--- config.mk ---
export PLATFORM = sky130hd
export DESIGN_NAME = mem_stage_sram_ctrl
export DESIGN_NICKNAME = d
export VERILOG_FILES = /design/src/rtl/mem_stage_sram_ctrl.sv
export SDC_FILE = /design/constraint.sdc
export NUM_CORES = 1
export LEC_CHECK = 0
export CORE_MARGIN = 3
export CORE_UTILIZATION = 35
export DETAILED_ROUTE_END_ITERATION = 8
export GPL_TIMING_DRIVEN = 0
export REMOVE_ABC_BUFFERS = 1
export SLEW_MARGIN = 0
export SYNTH_ARGS = -nofsm -noshare
export SYNTH_HDL_FRONTEND = slang
export SYNTH_SLANG_ARGS = --single-unit
--- constraint.sdc ---
create_clock -name clk -period 2.5 [get_ports clk]
set_input_delay 0.375 -clock clk [delete_from_list [all_inputs] [get_ports clk]]
set_output_delay 0.375 -clock clk [all_outputs]
set_load 0.005 [all_outputs]
--- src/rtl/mem_stage_sram_ctrl.sv ---
// mem_stage_sram_ctrl
// -------------------
// MEM-stage memory controller. It takes the EXE/MEM register outputs and
// performs each 32-bit load or store as two 16-bit SRAM accesses, low half
// first. Each half is held for WAIT_CYCLES+1 cycles. While the access is in
// flight the controller raises `stall`, which freezes the PC and the
// IF/ID, ID/EXE and EXE/MEM registers.
//
// Ports:
//   clk, rst     : clock and synchronous active-high reset
//   MEM_R_en     : load request
//   MEM_W_en     : store request (wins when both enables are set)
//   ALU_result   : byte address (bits [1:0] ignored, upper bits wrap)
//   ST_value     : store data
//   read_data    : last completed load word, held until the next load
//   stall        : pipeline freeze request
//   SRAM_ADDR    : halfword address
//   SRAM_DQ_out  : write data toward the DQ tri-state buffer
//   SRAM_DQ_in   : read data from the DQ pins
//   SRAM_DQ_oe   : DQ tri-state drive enable
//   SRAM_WE_N    : write strobe, active low
//   SRAM_OE_N    : output enable, active low
module mem_stage_sram_ctrl #(
  parameter int SRAM_AW     = 18,
  parameter int WAIT_CYCLES = 2
) (
  input  logic               clk,
  input  logic               rst,
  input  logic               MEM_R_en,
  input  logic               MEM_W_en,
  input  logic [31:0]        ALU_result,
  input  logic [31:0]        ST_value,
  output logic [31:0]        read_data,
  output logic               stall,
  output logic [SRAM_AW-1:0] SRAM_ADDR,
  output logic [15:0]        SRAM_DQ_out,
  input  logic [15:0]        SRAM_DQ_in,
  output logic               SRAM_DQ_oe,
  output logic               SRAM_WE_N,
  output logic               SRAM_OE_N
);

  typedef enum logic [1:0] {IDLE, LOW, HIGH, DONE} state_t;

  localparam logic [3:0] WAIT_LAST = 4'(WAIT_CYCLES);

  state_t             state;
  logic [3:0]         cnt;
  logic               is_wr;
  logic [SRAM_AW-2:0] word_addr;
  logic [31:0]        data;
  logic [15:0]        low_half;
  logic               req;
  logic               unused_addr_bits;

  assign req = MEM_R_en | MEM_W_en;

  // Byte-offset bits and the bits above the SRAM range are deliberately dropped.
  assign unused_addr_bits = ^{ALU_result[31:SRAM_AW+1], ALU_result[1:0]};

  // Access sequencer. Operands are latched when leaving IDLE, so the
  // pipeline inputs may change freely while the access is in flight.
  // The load word is assembled on the HIGH->DONE edge so it is already
  // valid during the single DONE cycle that releases the pipeline.
  always_ff @(posedge clk) begin
    if (rst) begin
      state     <= IDLE;
      cnt       <= '0;
      is_wr     <= 1'b0;
      word_addr <= '0;
      data      <= '0;
      low_half  <= '0;
      read_data <= '0;
    end else begin
      case (state)
        IDLE: begin
          if (req) begin
            is_wr     <= MEM_W_en;
            word_addr <= ALU_result[SRAM_AW:2];
            data      <= ST_value;
            cnt       <= '0;
            state     <= LOW;
          end
        end
        LOW: begin
          if (cnt == WAIT_LAST) begin
            if (!is_wr) low_half <= SRAM_DQ_in;
            cnt   <= '0;
            state <= HIGH;
          end else begin
            cnt <= cnt + 4'd1;
          end
        end
        HIGH: begin
          if (cnt == WAIT_LAST) begin
            if (!is_wr) read_data <= {SRAM_DQ_in, low_half};
            cnt   <= '0;
            state <= DONE;
          end else begin
            cnt <= cnt + 4'd1;
          end
        end
        DONE:    state <= IDLE;
        default: state <= IDLE;
      endcase
    end
  end

  // SRAM strobes decode from the current state. Reset forces everything
  // inactive immediately so a held reset never glitches a write.
  always_comb begin
    SRAM_ADDR   = '0;
    SRAM_DQ_out = '0;
    SRAM_DQ_oe  = 1'b0;
    SRAM_WE_N   = 1'b1;
    SRAM_OE_N   = 1'b1;
    if (!rst) begin
      case (state)
        LOW, HIGH: begin
          SRAM_ADDR = {word_addr, (state == HIGH)};
          if (is_wr) begin
            SRAM_DQ_out = (state == HIGH) ? data[31:16] : data[15:0];
            SRAM_DQ_oe  = 1'b1;
            SRAM_WE_N   = 1'b0;
          end else begin
            SRAM_OE_N = 1'b0;
          end
        end
        default: ;
      endcase
    end
  end

  // The request cycle itself stalls; DONE releases the pipeline for one cycle.
  assign stall = !rst && req && (state != DONE);

endmodule

* After elaboration in Yosys (flattened, before gate mapping)
Index checks and enable logic that the tools add are counted.
** Storage, ports and cells
- Register bits :: 104
- Input port bits :: 84
- Output and inout bits :: 70
- Word-level logic and storage cells :: 50
** Operators by class
- $add $sub $neg :: 1
- Equal/unequal tests :: 8
- Mux-type cells :: 21
- Bitwise operators :: 2
- Reduce and logical (&&, ||, !) cells :: 11
** Operators by type and width (number)
- two-way mux 16 bit :: 4
- two-way mux 18 bit :: 2
- AND reduction 3 bit :: 3
- two-way mux 1 bit :: 8
- two-way mux 4 bit :: 2
- != test 2 bit, second input constant :: 4
- case mux 2 bit (4 select lines) :: 1
- case mux 4 bit (2 select lines) :: 1
- two-way mux 2 bit :: 3
- adder 4 x 1 -> 4 bit, second input constant :: 1
- equality test 2 bit, second input constant :: 2
- equality test 4 x 2 -> 1 bit, second input constant :: 1
- AND reduction 2 bit :: 2
- equality test 2 x 1 -> 1 bit, second input constant :: 1
- logical AND 1 bit :: 2
- logical NOT 2 bit :: 1
- nonzero test 2 bit :: 1
- OR reduction 2 bit :: 1
- logical NOT 1 bit :: 1
- NOT 1 bit :: 1
- OR 1 bit :: 1

* Longest topological paths before layout
Gate-level depths: netlist (run 1).
- Word-level depth :: 5
- Mapped depth :: 7
- Depth with buffers taken out :: 5

* Worst setup path after synthesis (run 1)
Ideal clock, no wire load.
- Path kind :: flip-flop to output port
- Start point :: register state[1]
- End point :: output port SRAM_ADDR[10]
- Arrival time :: 1.561 ns
- Setup slack :: 0.564 ns
- Cell stages (with the launch flop) :: 7
- Path through :: dfxtp_1 -> inv_1 -> ha_1 -> nor2b_1 -> clkbuf_1 -> clkbuf_1 -> and2_1
** Between the ends
- Cells in the longest elaborated chain, start to end :: 4
- Elaborated cells on any way between the ends :: 5
** RTL lines
- from (decl) :: RTL line 47 : state_t state;
- from (signal assigned) :: RTL line 67 : state <= IDLE;
- from (signal assigned) :: RTL line 82 : state <= LOW;
- from (signal assigned) :: RTL line 89 : state <= HIGH;
- equality test 2 bit or equality test 2 x 1 -> 1 bit (tied branches) :: RTL line 118 : case (state)
- OR reduction 2 bit (no line) *
- two-way mux 18 bit * :: RTL line 118
- two-way mux 18 bit * :: RTL line 117 : if (!rst) begin
- to (decl) :: RTL line 35 : output logic [SRAM_AW-1:0] SRAM_ADDR,
Every way passes the cells marked *; elsewhere a longest branch is shown, timed or not.

* Worst setup path in the final report (run 1)
- Start point :: register state[0]
- End point :: output port SRAM_DQ_out[2]
** Between the ends
- Cells in the longest elaborated chain, start to end :: 5
- Elaborated cells on any way between the ends :: 7
** RTL lines
- equality test 2 bit :: RTL line 118, 122
- two-way mux 16 bit :: RTL line 122 : SRAM_DQ_out = (state == HIGH) ? data[31:16] : data[15:0];
- two-way mux 16 bit :: RTL line 121 : if (is_wr) begin
- two-way mux 16 bit * :: RTL line 118
- two-way mux 16 bit * :: RTL line 117
- to (decl) :: RTL line 36 : output logic [15:0] SRAM_DQ_out,
Marked as above.

==> reports/results.ini, run 1 <==
[worst_setup_path]
crit_path_max_fanout=9
r2r_slack_ps=440
path_cells=inv_2, ha_4, nor2b_4, buf_12, nand2_8, nor2_1, clkdlybuf4s50_1
slowest_delay_ps=510
criticalPathCategory=flip-flop to output port
end_kind=output port
crit_required_ps=2120
cp_data_arrival_time_ps=2150
rr_worst_depth=6
crit_slowest_cell=clkdlybuf4s50_1
worstSetupStartpointType=flip-flop

[final_layout]
fin_util=0.5302
diodes=0
drive_gt1_frac=0.08491
areaGrowthSynthToFinish_pct=46.06
final_cells=804
fin_area_mm2=0.006475
nets=724

[power_and_ir_drop]
p_leak_nw=2.644
peakVddDrop_mv=0.3505
power_density_mw_per_mm2=782.7
p_total_mw=5.068

[clock_tree]
clk_latency_ps=350
cts-root-buf=clkbuf_16
clk_pin_slew_ps=60
clock_sinks=104
cts_htree_levels=3
cts_tree=built
cts_buffer_depth=2
cts_made_buffers=9

[sta]
fin_skew_ps=11.24
max_freq_mhz=395.8
rsz0062_at_grt=true
slew_viol_final=0
setup_tns_ps=-59.75
period_share=1.011
layout_setup_ws_ps=-26.84
relSlewSlack=0.5521
setup_violations=5
layout_min_cycle_time_ps=2527
holdWs_ps=434.4
finalHoldViolCount=0
tightest_slew_ps=669.4

[route]
vias=3760
wl_mm=11.38
routedWlPerCell_um=14.15
drc=0
routed_via_density=4.677
detail-route-antenna-nets=0
first_pass_iters=4
drt_iter0_drc=264

[global_routing]
first_global_vias=3666
grt_max_degree=66
met3_usage=0.05646
grt-ovfl-total=0
antenna_found_initial=0
grtUsageMet2=0.2451
met1_usage=0.2127
grt_busiest_layer=met2
grtUsageTotal=0.1620
grt_pass1_wl_mm=18.56

[synthesis]
synthCells=498
synth-seq-area-share=0.4697
syn_avg_cell_area_um2=8.902
post-synth-top-area-fraction=0.4697
synth_top_cell_by_area=dfxtp_1
yosys-top-cells-area=dfxtp_1, mux2i_1, nand2b_1
yosys_warnings=0
netlist_area_mm2=0.004433
ys_ff_latch=104
yosysUniqueCellTypes=34

[floorplanning]
die_x_um=118.5
start_util=0.3630
core_mm2=0.01221
dieArea_mm2=0.01405
io_pins=154
die_h_um=118.5
rows=40

[placement]
place.gp.congestion=0.7522
dp_cells=777
io_buffers=138
dpl.hpwl_mm=7.539
dp_slack_ps=-1346
placed_area_mm2=0.005998

[outcome]
status=finished with violations
violations=negative setup slack

[hold_path]
holdPathStages=2
hp-class=input port to flip-flop

[job]
max-cap-violations=0

[cell families (layout without fill, tap and decap cells)]
group           count (synthesis)  in the layout  share of synthesized area
simple gates                  221            224                     0.2484
flops                         104            104                     0.4697
mux                            65             65                     0.1470
buf+inv                        37            172                    0.03838
fa+ha+maj                       8              8                    0.02258
compound gates                 63             63                    0.07395
[state kept, by name, indices dropped and copies added (netlist names)]
| register | count |
|---|---|
| read_data | 32 |
| low_half | 16 |
| is_wr | 1 |
| state | 2 |
| data | 32 |
| word_addr | 17 |
| cnt | 4 |
[cells in the mapped netlist (all sizes together)]
cell type and number:
a2111oi 1, a211oi 1, a21oi 53, a31oi 1, and2 17, buf 9
clkbuf 24, dfxtp 104, ha 8, inv 4, mux2 1, mux2i 64
nand2 102, nand2b 65, nand3 2, nand3b 1, nand4 1, nand4b 1
nor2 20, nor2b 3, nor3 1, nor3b 4, o21a 1, o21ai 5
o31ai 1, or3b 2, or4 1, or4b 1
[routing by layer]
metal  part of all wire  vias to the layer above
met1               0.46                     1713
met4              0.015                        0
met3              0.090                        9
met2               0.43                      133
met5                  0                        -
li1                   -                     1905
[worst max-delay path: cells and delay by family, from the launching register on]
family                     cells  cell delay, ps
and+or+nand+nor                3             430
DFF                            1             350
buffers and inverters          3             730
adders and majority gates      1             280
[area by class of cell]
type                    count  area [µm²]
repair buffers            153        1585
clock inverters             3       18.77
flip-flops and latches    104        2087
multi-input cells         360        2312
inverters                   4       15.01
fillers                  1167        5737
clock buffers              12       246.5
well taps                 168       210.2
[final timing paths]
kind,from,endpoint
hold / removal,rst,data[14]
setup / recovery,state[0],SRAM_DQ_out[2]
hold reg to reg,data[14],data[14]
setup reg to reg,cnt[0],low_half[14]
[layout by cell type (no fill, tap or decap), types with 2 or more instances in the layout]
cell type,instances
clkdlybuf4s50_1,124
dlygate4sd2_1,7
clkbuf_16,9
buf_8,3
a21oi_1,53
nand3_1,2
nand2b_1,65
buf_4,7
inv_1,2
ha_4,2
mux2i_1,64
nor2_1,14
nor2_2,3
nor2b_4,2
nor2b_1,2
buf_6,2
dlymetal6s2s_1,6
clkbuf_1,2
buf_12,3
nor3b_1,3
inv_2,2
dfxtp_1,102
o21ai_0,4
ha_1,6
clkinv_2,2
nand2_1,101
and2_1,17
nor2_4,3
[where the power goes]
group	internal (mW)	switching [mW]	total, mW
Clock	0.696	0.596	1.29
Combinational	0.842	0.918	1.76
Sequential	1.88	0.130	2.01
Total	3.42	1.64	5.07
[timing repair]
action                                  4_1_cts  5_1_grt
hold buffers                                  0        0
pin swaps                                     7        6
endpoints found under the setup margin       36       31
gates cloned                                  2        1
buffers inserted                              4        5
gates resized for setup                      27       12
Power figures use the tool's default switching activity.
==> run 2: changes to the inputs <==
--- a/config.mk
+++ b/config.mk
@@ -9,6 +9,7 @@
 export CORE_UTILIZATION = 35
 export DETAILED_ROUTE_END_ITERATION = 8
 export GPL_TIMING_DRIVEN = 0
+export PLACE_DENSITY = 0.67
 export REMOVE_ABC_BUFFERS = 1
 export SLEW_MARGIN = 0
 export SYNTH_ARGS = -nofsm -noshare
==> constraint.sdc (replaced) <==
create_clock -name clk -period 2.12 [get_ports clk]
set_input_delay 0.318 -clock clk [delete_from_list [all_inputs] [get_ports clk]]
set_output_delay 0.318 -clock clk [all_outputs]
set_load 0.005 [all_outputs]
==> run 2 against run 1 <==
The flow still finishes with violations (negative setup slack). Setup slack worse by 68 ps. Register-to-register slack worse by 100 ps. Utilization up 2.9 points. Via count up 2.8%. First-iteration DRC count down 29%. Clock power up 35%. Count of clock-buffer cells in the layout down 2. Sequential power up 19%. Non-clock buffer count up 16. Clock skew down 5.6 ps.
==> reports/results.ini, run 2 (synthesis gave the netlist of run 1 again) <==
[worst_setup_path]
criticalPathCategory=flip-flop to output port
startpoint=state[0]
crit_required_ps=1800  ; -320 ps
worstSetupStartpointType=flip-flop
reg2reg_to=state[0]
r2r-start=state[0]
crit_path_max_fanout=4  ; -5
end_kind=output port
cp_data_arrival_time_ps=1900  ; -250 ps
crit_end=SRAM_ADDR[10]
rr_worst_depth=5  ; -1
r2r_slack_ps=340  ; -100 ps

[sta]
relSlewSlack=0.3795  ; -0.1725
finalHoldViolCount=0  ; unchanged
rsz0062_at_grt=true
slew_viol_final=0  ; unchanged
layout_setup_ws_ps=-94.45  ; -67.61 ps
layout_min_cycle_time_ps=2214
fin_skew_ps=5.673  ; -5.570 ps
period_share=1.045
max_freq_mhz=451.6
setup_violations=5  ; unchanged
tightest_slew_ps=930.7  ; +261.4 ps
holdWs_ps=423.7  ; -10.71 ps

[route]
first_pass_iters=4  ; unchanged
routedWlPerCell_um=14.65  ; +3.5%
drc=0  ; unchanged
detail-route-antenna-nets=0  ; unchanged
wl_mm=12.03  ; +5.7%
drt_iter0_drc=188  ; -29%
vias=3864  ; +2.8%
routed_via_density=4.706  ; +0.64%

[clock_tree]
cts_htree_levels=3  ; unchanged
cts_tree=built
clk_pin_slew_ps=70  ; about the same
clk_latency_ps=330  ; -20 ps
cts_buffer_depth=2  ; unchanged
clock_sinks=104  ; unchanged
cts_made_buffers=9  ; unchanged
ctsHoldBuffers=0  ; unchanged
cts-root-buf=clkbuf_16

[final_layout]
final_cells=821  ; +2.1%
most-common-layout-cells=nand2_1, dfxtp_1, clkdlybuf4s50_1
reg_top3=data (32), read_data (32), word_addr (17)
diodes=0  ; unchanged
drive_gt1_frac=0.1807  ; +0.09580
areaGrowthSynthToFinish_pct=54.05
nets=741  ; +2.3%
fin_util=0.5592  ; +0.02900
nFillCells=1130  ; -3.2%

[floorplanning]
rows=40  ; unchanged
io_pins=154  ; unchanged
die_x_um=118.5  ; unchanged
dieArea_mm2=0.01405  ; unchanged
core_mm2=0.01221  ; unchanged
start_util=0.3630  ; unchanged
die_h_um=118.5  ; unchanged

[global_routing]
antenna_found_initial=0  ; unchanged
grt_max_degree=90  ; +36%
grtUsageTotal=0.1651  ; +0.003107
first_global_vias=3875  ; +5.7%
grt_pass1_wl_mm=19.15  ; +3.2%
grt-ovfl-total=0  ; unchanged

[placement]
io_buffers=138  ; unchanged
place.gp.congestion=0.7454  ; -0.90%
dp_cells=776  ; -0.13%
dpl.hpwl_mm=7.307  ; -3.1%

[hold_path]
hp-class=input port to flip-flop

[job]
max-cap-violations=0  ; unchanged

[power_and_ir_drop]
p_leak_nw=2.767  ; +4.6%
power_density_mw_per_mm2=982.9  ; +26%
peakVddDrop_mv=0.4450  ; +27%

[outcome]
status=finished with violations
violations=negative setup slack

-- run 2: changes by cell type in the layout (fill, tap and decap cells not counted), sizes merged --
cell           before  now
dlymetal6s2s        6    2
clkdlybuf4s50     124  100
buf                16   55
nand2             103  104
bufinv              0    2
clkdlybuf4s15       0    1
clkbuf             12   14
-- run 2: final cells by class --
class                           count  area (µm²)  share of cell area
Clock buffer                       10       229.0             0.03353
Clock inverter                      5       82.58             0.01209
Inverter                            4       22.52            0.003298
Multi-Input combinational cell    361        2414              0.3534
Sequential cell                   104        2091              0.3062
Tap cell                          168       210.2             0.03078
Timing Repair Buffer              169        1780              0.2607
-- run 2: worst max-delay path, stage by stage, from the launching register on --
cell	delay, ps
dfxtp_4	380
inv_6	40
ha_4	250
nor2b_4	130
buf_12	150
buf_8	120
buf_12	120
buf_16	120
and2_4	150
buf_6	110
-- run 2: power breakdown --
part,total (mW),switching [mW],internal [mW]
sequential,2.40,0.174,2.23
combinational,2.58,1.26,1.32
clock,1.74,0.705,1.03
total,6.71,2.14,4.58
-- run 2: worst min-delay path by stage --
stage            startpoint           end  slack, ps  cells after the start
2_1_floorplan           rst        cnt[0]        390                      1
3_3_place_gp   word_addr[7]  word_addr[7]        440                      2
3_5_place_dp   word_addr[6]  word_addr[6]        440                      2
4_1_cts                 rst      data[11]        390                      2
5_1_grt                 rst      data[11]        440                      2
6_report                rst       data[5]        420                      2
-- run 2: repair_timing --
item                                    CTS  global route
gates resized for setup                 166            29
pin swaps                                18            11
setup buffers                            18             6
endpoints found under the setup margin   38            30
cloned                                    5             1
-- run 2: per-stage QoR --
step	total power [mW]	instance area, µm²	worst slack [ps]	setup TNS (ps)
after global placement	3.991	5869	-4266	-320890
after detailed placement	4.144	5998	-1708	-44660
after CTS	6.531	6655	-102.5	-405.0
after global routing	7.088	6829	-140.1	-1128
after floorplan	3.408	4278	-186.0	-19010
final	6.713	6829	-94.45	-363.8
-- run 2: layer usage --
layer	track usage	vias up	wire length [µm]
met1	0.2096	1799	5362
met4	0.04852	0	136
met2	0.2647	115	5576
li1	-	1937	-
met3	0.05837	13	949
met5	0	-	0
==> run 3: changes to the inputs <==
--- a/config.mk
+++ b/config.mk
@@ -5,6 +5,7 @@
 export SDC_FILE = /design/constraint.sdc
 export NUM_CORES = 1
 export LEC_CHECK = 0
+export ABC_AREA = 1
 export CORE_MARGIN = 3
 export CORE_UTILIZATION = 35
 export DETAILED_ROUTE_END_ITERATION = 8
==> run 3 against run 2 <==
The run still ends with negative setup slack left. Critical path depth up 3. Clock skew up 1.1 ps. Synthesized cell count up 23%. Count of clock-buffer cells in the layout unchanged. Register-to-register slack worse by 180 ps.
==> reports/results.ini, run 3 <==
[clock_tree]
clk_pin_slew_ps=70  ; about the same
cts_made_buffers=9  ; unchanged
clk_latency_ps=350  ; +20 ps
clock_sinks=104  ; unchanged
cts-root-buf=clkbuf_16
cts_tree=built
cts_buffer_depth=2  ; unchanged
ctsHoldBuffers=0  ; unchanged
cts_htree_levels=3  ; unchanged

[route]
drc=0  ; unchanged
routedWlPerCell_um=14.93  ; +1.9%
drt-met1-wl_mm=5.905  ; +10%
drt_iter0_drc=409  ; +120%
wl_mm=13.73  ; +14%
routed_via_density=4.992  ; +6.1%
top_layer=met4
first_pass_iters=5  ; +1
met3_length_mm=1.351  ; +42%
wl_met2_mm=6.409  ; +15%
vias=4593  ; +19%
detail-route-antenna-nets=0  ; unchanged

[synthesis]
yosys-top-cells-area=dfxtp_1, nand2_1, a21oi_1
synthTopCellsByCount=nand2_1, dfxtp_1, nor2_1, a21oi_1, nand4_1
synth_compound_area_frac=0.1544  ; +0.08046
synthMuxAreaShare=0  ; -0.1471
netlist_area_mm2=0.004473  ; +0.90%
post-synth-top-area-fraction=0.4655  ; -0.004204
synth_top_family_by_area=simple AND/OR/NAND/NOR gates
synth_top_cell_by_area=dfxtp_1
synthArstFlopShare=0  ; unchanged
yosysUniqueCellTypes=22  ; -35%
synth_xor_xnor_area_share=0  ; unchanged
synth-seq-area-share=0.4655  ; -0.004204
synthCells=613  ; +23%
synthAdderAreaFrac=0.02238  ; -0.0002021
yosys_warnings=0  ; unchanged
dominantRegCellSynth=dfxtp_1
syn_avg_cell_area_um2=7.297  ; -18%
ys_ff_latch=104  ; unchanged
synthSimpleGateAreaFrac=0.2641  ; +0.01568
synth_edf_count=0  ; unchanged
yosysMostFrequentCell=nand2_1

[final_layout]
diodes=0  ; unchanged
areaGrowthSynthToFinish_pct=45.43
final_common_cell=dfxtp_1
nets=839  ; +13%
multi_input_area_mm2=0.002095  ; -13%
ff_latch_area_mm2=0.002087  ; -0.18%
fin_util=0.5305  ; -0.02871
fin_area_mm2=0.006505  ; -4.7%
reg_top3=data (32), read_data (32), word_addr (17)
drive_gt1_frac=0.1649  ; -0.01581
most-common-layout-cells=dfxtp_1, clkdlybuf4s50_1, nand2_1
final_cells=920  ; +12%
nFillCells=1188  ; +5.1%

[worst_setup_path]
criticalPathCategory=flip-flop to output port
cp_data_arrival_time_ps=1840  ; -60 ps
crit_path_max_fanout=6  ; +2
end_kind=output port
cp.buffers_inverters=8  ; +2
reg2reg_to=low_half[7]
crit_slowest_cell=dfxtp_2
worstSetupStartpointType=flip-flop
rr_worst_depth=7  ; +2
startpoint=state[0]
r2r_slack_ps=160  ; -180 ps
cp.depth=12  ; +3
cp_top_family=buffers and inverters
r2r-start=cnt[0]
crit_end=SRAM_DQ_out[5]
crit_required_ps=1800  ; about the same
crit_top_cell=buf_6
slowest_delay_ps=360  ; -20 ps
path_cells=inv_4, ha_4, inv_4, nor2_4, inv_2, nor2_4, buf_6, buf_12, buf_6, nand2_2, inv_2, buf_6

[global_routing]
antenna_found_initial=0  ; unchanged
first_global_vias=4386  ; +13%
grtUsageTotal=0.1869  ; +0.02178
grt_max_degree=68  ; -24%
grt_pass1_wl_mm=21.61  ; +13%
grt-ovfl-total=0  ; unchanged

[power_and_ir_drop]
peakVddDrop_mv=0.8030  ; +80%
p_leak_nw=2.634  ; -4.8%
intPower_mw=4.475  ; -2.2%
clkPwrFrac=0.259  ; about the same
switching_share=0.3627  ; +0.04446
power_density_mw_per_mm2=1079  ; +9.8%
share_seq_of_total_power=0.355  ; -0.003
comb_power_share=0.386  ; +0.002
switchingPower_mw=2.546  ; +19%

[sta]
holdWs_ps=413.4  ; -10.30 ps
period_share=1.017  ; -0.02786
setup_tns_ps=-113.0  ; +250.8 ps
layout_setup_ws_ps=-35.38  ; +59.07 ps
tightest_slew_ps=854.6  ; -76.09 ps
setup_violations=5  ; unchanged
rsz0062_at_grt=true
slew_viol_final=0  ; unchanged
layout_min_cycle_time_ps=2155  ; -59.07 ps
relSlewSlack=0.4296  ; +0.05012
finalHoldViolCount=0  ; unchanged
fin_skew_ps=6.728  ; +1.055 ps
max_freq_mhz=464.0  ; +2.7%

[job]
max-cap-violations=0  ; unchanged

[placement]
dp_cells=871  ; +12%
dpl.hpwl_mm=7.908  ; +8.2%
io_buffers=138  ; unchanged
place.gp.congestion=0.8063  ; +8.2%
placed_area_mm2=0.005837  ; -2.7%

[floorplanning]
die_x_um=119.1  ; +0.43%
start_util=0.3648  ; +0.001784
rows=40  ; unchanged
io_pins=154  ; unchanged
dieArea_mm2=0.01417  ; +0.86%
die_h_um=119.1  ; +0.43%
core_mm2=0.01226  ; +0.41%

[outcome]
violations=negative setup slack
status=finished with violations

[hold_path]
hp-class=input port to flip-flop

## run 3: changes by cell type in the layout (fill, tap and decap cells not counted), sizes merged, moves of 5 or more
cell	change
a21oi	+17
clkbuf	+9
nand2b	-65
inv	+44
mux2i	-64
o21ai	+63
nor2b	-5
nand3	+8
nand4	+49
and2	-17
buf	-5
nand2	+6
nor2	+79
## run 3: logic make-up (layout without fill, tap and decap cells)
group           Yosys count  in the layout
compound gates          138            138
flops                   104            104
simple gates            267            270
buf+inv                  96            232
fa+ha+maj                 8              8
## run 3: final cells by class
| type | count | share of cell area |
|---|---|---|
| Clock buffer | 10 | 0.03674 |
| Clock inverter | 6 | 0.01385 |
| Inverter | 47 | 0.02866 |
| Multi-Input combinational cell | 416 | 0.3220 |
| Sequential cell | 104 | 0.3208 |
| Tap cell | 168 | 0.03231 |
| Timing Repair Buffer | 169 | 0.2456 |
## run 3: worst min-delay path by stage
stage               cells past startpoint     from            end
floorplan                               1      rst         cnt[1]
global placement                        2  data[0]        data[0]
detailed placement                      2  data[0]        data[0]
CTS                                     2      rst  read_data[31]
global route                            2      rst    low_half[8]
finish                                  2      rst  read_data[31]
## run 3: power by group through the flow
stage	clock network [mW]	logic (mW)	registers (mW)
2_1_floorplan	0	1.26	2.49
3_3_place_gp	0	1.95	2.51
3_5_place_dp	0	2.00	2.53
4_1_cts	1.88	2.60	2.49
5_1_grt	1.93	2.99	2.53
6_report	1.82	2.71	2.49
## run 3: timing repair
item	in CTS	in global routing
pin swaps	5	5
endpoints found under the hold margin	0	0
setup buffers	26	5
gates resized for setup	133	44
gates cloned	4	0
endpoints found under the setup margin	136	56
## run 3: worst reg2reg max path: cells and delay by family (launching register included)
| family | cells | cell delay (ps) |
|---|---|---|
| AND/OR/NAND/NOR | 4 | 1110 |
| flip-flops | 1 | 340 |
| adder cells (fa/ha/maj) | 1 | 210 |
| buffers and inverters | 1 | 110 |
| AO/OA/AOI/OAI | 1 | 70 |
## run 3: metrics by stage
step / power, mW / setup slack, ps
after floorplan: 3.745 / 38.52
after global placement: 4.456 / -2143
after detailed placement: 4.526 / -1086
after CTS: 6.968 / -109.1
after global routing: 7.455 / -111.2
final: 7.021 / -35.38
## run 3: per-layer routing
metal  GRT usage  vias to the layer above
met3     0.07882                        9
li1            -                     2290
met4     0.04272                        0
met2      0.3045                      180
met1      0.2299                     2114
met5           0                        -
